`config.mk`:
```
export PLATFORM = sky130hd
export DESIGN_NAME = multi_clock_divider
export DESIGN_NICKNAME = d
export VERILOG_FILES = /design/src/rtl/multi_clock_divider_pkg.sv /design/src/rtl/div_channel.sv /design/src/rtl/multi_clock_divider.sv
export SDC_FILE = /design/constraint.sdc
export NUM_CORES = 1
export LEC_CHECK = 0
export ABC_CLOCK_PERIOD_IN_PS = 7900
export CORE_ASPECT_RATIO = 0.75
export CORE_MARGIN = 4
export CORE_UTILIZATION = 40
export CTS_CLUSTER_SIZE = 8
export DETAILED_ROUTE_END_ITERATION = 12
export HOLD_SLACK_MARGIN = 0.05
export SYNTH_ARGS = -nofsm -noshare
export SYNTH_HDL_FRONTEND = slang
export SYNTH_HIERARCHICAL = 1
export SYNTH_SLANG_ARGS = --single-unit
```
`constraint.sdc`:
```
create_clock -name clk -period 7.9 [get_ports clk]
set_input_delay 1.185 -clock clk [delete_from_list [all_inputs] [get_ports clk]]
set_output_delay 1.185 -clock clk [all_outputs]
set_load 0.01 [all_outputs]
```
`src/rtl/multi_clock_divider_pkg.sv`:
```
// Shared constants for the multi-channel clock divider.
// Divisors assume a 50 MHz system clock and a toggling square output.
package multi_clock_divider_pkg;

    localparam int unsigned CLK_HZ    = 50_000_000;
    localparam int unsigned DIV_1HZ   = 25_000_000;
    localparam int unsigned DIV_500HZ = 50_000;
    localparam int unsigned DIV_1KHZ  = 25_000;

endpackage

```
`src/rtl/div_channel.sv`:
```
// One divider channel: counter, active/pending divisor, tick and square out.
// Divisor changes take effect only at a wrap or a phase realign.
module div_channel #(
    parameter int unsigned     CNT_W = 26,
    parameter logic [CNT_W-1:0] INIT = CNT_W'(1)
) (
    input  logic             clk,
    input  logic             rst_n,
    input  logic             i_en,
    input  logic             i_clr,
    input  logic             i_wr,
    input  logic [CNT_W-1:0] i_val,
    output logic             o_tick,
    output logic             o_sq
);

    logic [CNT_W-1:0] r_cnt;
    logic [CNT_W-1:0] r_div;
    logic [CNT_W-1:0] r_pend;
    logic             r_pend_v;
    logic             r_tick;
    logic             r_sq;

    logic             w_wrap;
    logic [CNT_W-1:0] w_next_div;

    assign w_wrap = (r_cnt == r_div - CNT_W'(1));

    // A write landing on the wrap edge wins over an older pending value.
    assign w_next_div = i_wr     ? i_val  :
                        r_pend_v ? r_pend : r_div;

    always_ff @(posedge clk) begin
        if (!rst_n) begin
            r_cnt    <= '0;
            r_div    <= INIT;
            r_pend   <= '0;
            r_pend_v <= 1'b0;
            r_tick   <= 1'b0;
            r_sq     <= 1'b0;
        end else if (i_clr) begin
            r_cnt    <= '0;
            r_div    <= w_next_div;
            r_pend_v <= 1'b0;
            r_tick   <= 1'b0;
            r_sq     <= 1'b0;
        end else if (i_en && w_wrap) begin
            r_cnt    <= '0;
            r_div    <= w_next_div;
            r_pend_v <= 1'b0;
            r_tick   <= 1'b1;
            r_sq     <= ~r_sq;
        end else begin
            if (i_en) begin
                r_cnt <= r_cnt + CNT_W'(1);
            end
            if (i_wr) begin
                r_pend   <= i_val;
                r_pend_v <= 1'b1;
            end
            r_tick <= 1'b0;
        end
    end

    assign o_tick = r_tick;
    assign o_sq   = r_sq;

endmodule

```
`src/rtl/multi_clock_divider.sv`:
```
// N_CH independent clock dividers sharing one clock, with a divisor
// write port that rejects zero divisors and out-of-range channels.
module multi_clock_divider
    import multi_clock_divider_pkg::*;
#(
    parameter int unsigned N_CH  = 3,
    parameter int unsigned CNT_W = 26,
    parameter logic [N_CH*CNT_W-1:0] DIV_INIT = {
        CNT_W'(DIV_1KHZ), CNT_W'(DIV_500HZ), CNT_W'(DIV_1HZ)
    }
) (
    input  logic             clk,
    input  logic             rst_n,
    input  logic             en,
    input  logic             sync_clr,
    input  logic             div_we,
    input  logic [2:0]       div_sel,
    input  logic [CNT_W-1:0] div_val,
    output logic             wr_err,
    output logic [N_CH-1:0]  tick,
    output logic [N_CH-1:0]  sq
);

    logic w_ok;
    logic r_wr_err;

    assign w_ok = div_we
               && ({1'b0, div_sel} < 4'(N_CH))
               && (div_val != '0);

    always_ff @(posedge clk) begin
        if (!rst_n) begin
            r_wr_err <= 1'b0;
        end else begin
            r_wr_err <= div_we && !w_ok;
        end
    end

    assign wr_err = r_wr_err;

    for (genvar g = 0; g < int'(N_CH); g++) begin : g_ch
        logic w_wr;

        assign w_wr = w_ok && (div_sel == 3'(g));

        div_channel #(
            .CNT_W (CNT_W),
            .INIT  (DIV_INIT[g*CNT_W +: CNT_W])
        ) u_ch (
            .clk    (clk),
            .rst_n  (rst_n),
            .i_en   (en),
            .i_clr  (sync_clr),
            .i_wr   (w_wr),
            .i_val  (div_val),
            .o_tick (tick[g]),
            .o_sq   (sq[g])
        );
    end

endmodule
```
==> results.ini <==
[critical_path]
worst_r2r_path_depth=10
crit_path_max_fanout=27
required_ns=8.26
critPathSlowestCell=o21bai_2
cp_num_buf_inv=1
crit_top_cell=or4_1
endpoint_kind=flop
regToRegSetupSlack_ns=3.47
rr_startpoint=g_ch[2].u_ch/r_div[0]
arrival_ns=4.79
path_cells=inv_1, ha_1, or4b_4, nor2_2, nand4_1, xnor2_1, or4_1, or4_1, o21bai_2, nor2_1
cp_top_family=simple AND/OR/NAND/NOR gates
worstSetupPathType=flop to flop
r2r_end=g_ch[2].u_ch/r_cnt[20]
cpPeakStageDelay_ns=0.94
start_kind=flop

[floorplanning]
start_util=0.406
core-area_um2=36000
ioPinCount=41
die-width_um=229
fp-row-count=60
dieArea_um2=39600
die_h_um=173

[clock_network]
cts_repair_resize_count=0
cts_setup_buffers=0
cts_buffer_depth=3
h-tree-depth=2
cts_sinks=244
clk_latency_ns=0.53
cts_root_buf=clkbuf_16
cts_tree=built
clkTransAtPathRegs_ns=0.05
cts_buffers=36
ctsHoldBuffers=0

[sta]
fmax_mhz=226
maxSlewHeadroom=0.237
final.period_utilization=0.561
hold_slack_ns=0.455
rsz0062_at_grt=no
slew_violations=0
hold_violations=0
setup_violations=0
fin_skew_ns=0.0211
setup_tns_ns=0
fin_crit_ns=4.43
worstMarginPinSlew_ns=1.14

[yosys]
synth-seq-cells=244
ys_seq_area_frac=0.335
synth_edf_count=0
netlist.area_leader.share=0.335
ys_warn_count=6
yosysUniqueCellTypes=70
syn-num-nets=1779
ys_async_sr_fraction=0
yosysTopAreaCell=dfxtp_1
synth.area.top_cells=dfxtp_1, mux2i_1, nand2_1, xnor2_1, xor2_1
syn_avg_cell_area_um2=8.39
ys.flop_type=dfxtp_1
synthesis.area_um2=14600
netlist_instances=1739

[run_status]
status=completed

[power]
leakagePower_nw=5.66
total_power_mw=2.79
ir_drop_uv=108
power_density_nw_per_um2=173

[finish]
n_fill_cell=3520
fin_nets=1758
num_antenna_cells=0
fin_area_um2=16100
drive_above_1_share=0.0918
areaGrowthSynthToFinish_pct=10.6
fin_util=0.449

[global_route]
grt_max_degree=238
grt_use_total=0.194
first_global_vias=11600
grt_antenna_before_repair=1
grt_pass1_wl_mm=63.3
grt.overflow.total=0

[worst_hold_path]
holdCritStartpoint=g_ch[1].u_ch/r_pend[3]
hold_depth=2
whs_endpoint=g_ch[1].u_ch/r_pend[3]
hold_class=flop to flop

[routing]
vias=12300
drt_wl_total_mm=39.6
dr.pass1.iters=6
drt_iter0_drc=931
drcViolationCount=0
wire_per_inst_um=18.1
via_per_inst=5.64
ant_nets=0

[placement]
place.gp.congestion=0.904
port_buffers=40
dpl_cell_area_um2=15200
place_hpwl_mm=27.9

[flow_run]
maxCapViolations=0

[state kept, by name, indices dropped and copies added, names as in the netlist]
| name | cells |
|---|---|
| g_ch.u_ch/o_sq | 3 |
| g_ch.u_ch/r_cnt | 78 |
| g_ch.u_ch/r_pend_v | 3 |
| g_ch.u_ch/r_div | 78 |
| wr_err | 1 |
| g_ch.u_ch/r_pend | 78 |
| g_ch.u_ch/o_tick | 3 |
[worst register-to-register path, delay by kind of cell, from the launching register on]
kind | cells | cell delay, ns
compound gates | 1 | 0.94
xor+xnor | 1 | 0.17
fa+ha+maj | 1 | 0.37
buf+inv | 1 | 0.09
flops | 1 | 0.38
simple gates | 6 | 2.32
[routing by layer]
layer	part of all wire	GRT usage
met5	0	0
met4	0.025	0.0604
met3	0.068	0.0396
met2	0.42	0.287
met1	0.48	0.284
[stage by stage]
step           setup WS [ns]  instances
2_1_floorplan           4.04       1739
3_3_place_gp            3.13       2145
3_5_place_dp            3.05       2145
4_1_cts                 3.46       2186
5_1_grt                 3.06       2186
6_report                3.47       2186
[how the worst max path moves through the flow]
stage | startpoint | to | cells past startpoint
3_5_place_dp | en | g_ch[2].u_ch/r_cnt[20] | 9
5_1_grt | g_ch[2].u_ch/r_div[0] | g_ch[2].u_ch/r_cnt[17] | 9
4_1_cts | g_ch[2].u_ch/r_div[0] | g_ch[2].u_ch/r_cnt[20] | 10
2_1_floorplan | en | g_ch[0].u_ch/r_div[18] | 11
3_3_place_gp | en | g_ch[2].u_ch/r_cnt[0] | 9
6_report | g_ch[2].u_ch/r_div[0] | g_ch[2].u_ch/r_cnt[20] | 10
[cell type report]
| type | count | area (um2) | share of cell area |
|---|---|---|---|
| Clock buffer | 37 | 905 | 0.0560 |
| Tap cell | 465 | 582 | 0.0360 |
| Clock inverter | 4 | 50.0 | 0.00310 |
| Inverter | 20 | 75.1 | 0.00465 |
| Sequential cell | 244 | 4880 | 0.303 |
| Timing Repair Buffer | 53 | 514 | 0.0319 |
| Multi-Input combinational cell | 1363 | 9130 | 0.566 |
[kinds of logic after synthesis]
group | Yosys count | share of synthesized area
buffers and inverters | 132 | 0.0419
AOI/OAI and AO/OA | 135 | 0.0707
DFF | 244 | 0.335
xor gates and xnor gates | 181 | 0.109
adders and majority gates | 6 | 0.00515
muxes | 240 | 0.173
and+or+nand+nor | 801 | 0.266
[synth_stat cells, drive strengths merged (7+ instances only)]
master / count
nand2b: 25
or3: 11
nor2: 149
mux2: 79
o211ai: 11
nor2b: 8
a31oi: 15
or2: 10
nor3: 20
nand4: 43
mux2i: 161
and4: 7
inv: 20
buf: 30
a21oi: 10
nand3: 57
a211oi: 12
or4: 13
o31a: 7
nand4b: 9
nand2: 363
dfxtp: 244
xnor2: 98
xor2: 83
nor4b: 13
o21ai: 20
clkbuf: 82
nor4: 40
[cell usage in the layout (no fill, tap or decap), types with 12 or more instances in the layout]
cell             instances
mux2_2                  55
nor4b_1                 13
nand4_1                 43
nor4_1                  31
xnor2_1                 98
o21ai_0                 18
nand3_1                 57
or4_1                   13
a31oi_1                 15
nand2_1                363
inv_1                   20
nor3_1                  18
nand2b_1                25
nor2_1                 146
mux2i_1                161
clkbuf_16               36
xor2_1                  83
buf_4                   12
clkdlybuf4s50_1         39
mux2_1                  18
dfxtp_1                244
[power breakdown]
part           internal, mW  switching [mW]
registers              1.24          0.0127
clock network         0.810           0.546
logic                0.0664           0.111
total                  2.12           0.670
Note: power is estimated with default switching activity, not from simulation.
==> RTL edit, RTL diff (config.mk and constraints unchanged) <==
`N_CH`: 3 -> 6.
--- a/src/rtl/multi_clock_divider.sv
+++ b/src/rtl/multi_clock_divider.sv
@@ -3,7 +3,7 @@
 module multi_clock_divider
     import multi_clock_divider_pkg::*;
 #(
-    parameter int unsigned N_CH  = 3,
+    parameter int unsigned N_CH  = 6,
     parameter int unsigned CNT_W = 26,
     parameter logic [N_CH*CNT_W-1:0] DIV_INIT = {
         CNT_W'(DIV_1KHZ), CNT_W'(DIV_500HZ), CNT_W'(DIV_1HZ)
Interface: changed (resized sq and tick); port bits go from 41 to 47. The function was not compared with the original's and may differ.
==> RTL edit against the original RTL <==
  * Sequential cell count up 243
  * Combinational power increased to 3.4 times the old value
  * Critical endpoint is now g_ch[3].u_ch/r_div[3]
  * Power is 110% higher
  * Clock skew grew 10 ps
  * Largest power group unchanged
  * Global-route usage is 0.82 points higher
  * Critical path type unchanged
  * Die area rose by 94%
  * Routed wire length up 100%
  * Area after synthesis increased by 98%
  * Final area rose by 97%
  * Setup slack worse by 97 ps
==> RTL edit: results (changes against the original RTL) <==
Outcome
  • Status: complete, no violations (unchanged)

Global routing
  • First-pass GRT wire length: 127.7 mm (was 63.32 mm)
  • Gr usage total: 20.27% (was 19.44%)
  • Initial antenna violation count: 2 (was 1)
  • Vias in the first global route: 22660 (was 11570)
  • Largest net degree at the start of global routing: 172 (was 238)

Worst hold path
  • HP Start: g_ch[3].u_ch/r_pend[24] (was g_ch[1].u_ch/r_pend[3])

Logic synthesis
  • Xor/xnor cell area share of the yosys netlist: 10.53% (was 10.87%)
  • Ranking of synthesized cells by area: dfxtp_1 (34%), mux2i_1 (8.6%), nand2_1 (7.6%), xor2_1 (5.5%), nor2_1 (5.5%) (was dfxtp_1 (33%), mux2i_1 (11%), nand2_1 (9.3%), xnor2_1 (5.9%), xor2_1 (5.0%))
  • Mux cell area share after synthesis: 11.84% (was 17.30%)
  • Seq/Total Area, Yosys: 33.68% (was 33.48%)
  • Compound-cell area share of the yosys netlist: 12.32% (was 7.068%)
  • Synth cell types: 89 (was 70)
  • Synth Area in Adders: 0.5188% (was 0.5146%)
  • Post-synth top cells: nand2_1 (585), dfxtp_1 (487), nor2_1 (422) (was nand2_1 (363), dfxtp_1 (244), mux2i_1 (161))
  • Post-Syn Nets: 3517 (was 1779)

Placement
  • Post-DP HPWL: 53.53 mm (was 27.92 mm)
  • Port bufs: 46 (was 40)

Detailed routing
  • Met2 WL: 32.83 mm (was 16.74 mm)
  • Routed vias: 24600 (was 12320)
  • Met1 WL: 40.11 mm (was 19.14 mm)
  • Met3 WL: 4.699 mm (was 2.709 mm)

CTS
  • Htree depth: 3 (was 2)
  • CTS Buf Count: 71 (was 36)
  • Clock Latency Late Sink: 610 ps (was 530 ps)

Pwr
  • Peak supply drop: 0.1453 mV (was 0.1077 mV)
  • P_leak: 11.02 nW (was 5.659 nW)

Cells and area
  • Largest regs: g_ch.u_ch/r_cnt x156, g_ch.u_ch/r_div x156, g_ch.u_ch/r_pend x156 (was g_ch.u_ch/r_cnt x78, g_ch.u_ch/r_div x78, g_ch.u_ch/r_pend x78)
  • Fill count: 7081 (was 3520)
  • Fraction of layout cells with a size suffix above 1: 9.287% (was 9.181%)
  • Net count reported at finish: 3431 (was 1758)

Worst setup path
  • Reg2Reg Depth: 11 (was 10)
  • Top Family by Delay on Critical Path: compound AO/OA/AOI/OAI gates (was simple AND/OR/NAND/NOR gates)
  • Slowest-stage cell, CP: a21o_1 (was o21bai_2)
[RTL edit: cell count changes after synthesis, moves of 35 or more]
cell      unedited run  this run
nor3_1              18        59
o221ai_1             0        70
xnor2_1             98       167
clkbuf_1            82       184
a221oi_1             0        39
nand4_1             43        78
mux2i_1            161       249
xor2_1              83       181
dfxtp_1            244       487
nor2_1             146       422
nand3_1             57       111
nand2_1            363       585
[RTL edit: cell type report]
class | count | area [sq um] | share of cell area [%]
multi-input combinational | 2692 | 17850 | 56.28
tap | 957 | 1197 | 3.774
clock inverter | 6 | 95.09 | 0.2997
inverter | 35 | 131.4 | 0.4141
clock buffer | 74 | 1831 | 5.770
antenna | 2 | 5.005 | 0.01578
timing repair buffer | 98 | 860.8 | 2.713
sequential | 487 | 9749 | 30.73
[RTL edit: final timing paths]
kind / endpoint / slack, ps
setup / recovery: g_ch[3].u_ch/r_div[3] / 3370
hold / removal: g_ch[3].u_ch/r_pend[24] / 450
setup reg to reg: g_ch[3].u_ch/r_div[3] / 3370
hold reg to reg: g_ch[3].u_ch/r_pend[24] / 450
[RTL edit: metrics by stage]
stage	utilization, %	cell area, sq um	setup slack [ps]	hold WS, ps	std cells
6_report	44.26	31720	3373	451.1	4351
5_1_grt	44.26	31720	2971	463.8	4351
2_1_floorplan	-	28940	4039	429.5	3471
3_3_place_gp	41.56	29790	3019	439.0	4269
4_1_cts	44.25	31720	3408	453.6	4349
3_5_place_dp	41.56	29790	2983	445.3	4269
[RTL edit: report_power, final]
part | total (mW) | internal [mW] | switching (mW)
registers | 2.54 | 2.49 | 0.0444
logic | 0.604 | 0.226 | 0.378
clock network | 2.79 | 1.69 | 1.10
[RTL edit: cells by family after synthesis]
group / Yosys count
AND/OR/NAND/NOR: 1580
multiplexers: 330
buffers and inverters: 292
adder cells (fa/ha/maj): 12
XOR/XNOR: 348
AO/OA/AOI/OAI: 422
flip-flops: 487
[RTL edit: worst register-to-register path, cell delays in order (launching register included)]
cell and delay [ps]:
dfxtp_1 360, inv_1 80, ha_1 250, nor4b_1 680
nand4_1 440, a2111oi_4 400, o22ai_1 160, nor4_2 280
o2111a_2 360, a21o_1 750, buf_4 450, a221oi_1 160
[RTL edit: layer usage]
| layer | up-vias | GRT usage, % |
|---|---|---|
| met3 | 128 | 3.144 |
| met4 | 0 | 6.636 |
| met5 | - | 0 |
| met2 | 678 | 29.76 |
| met1 | 11650 | 30.26 |
| li1 | 12140 | - |
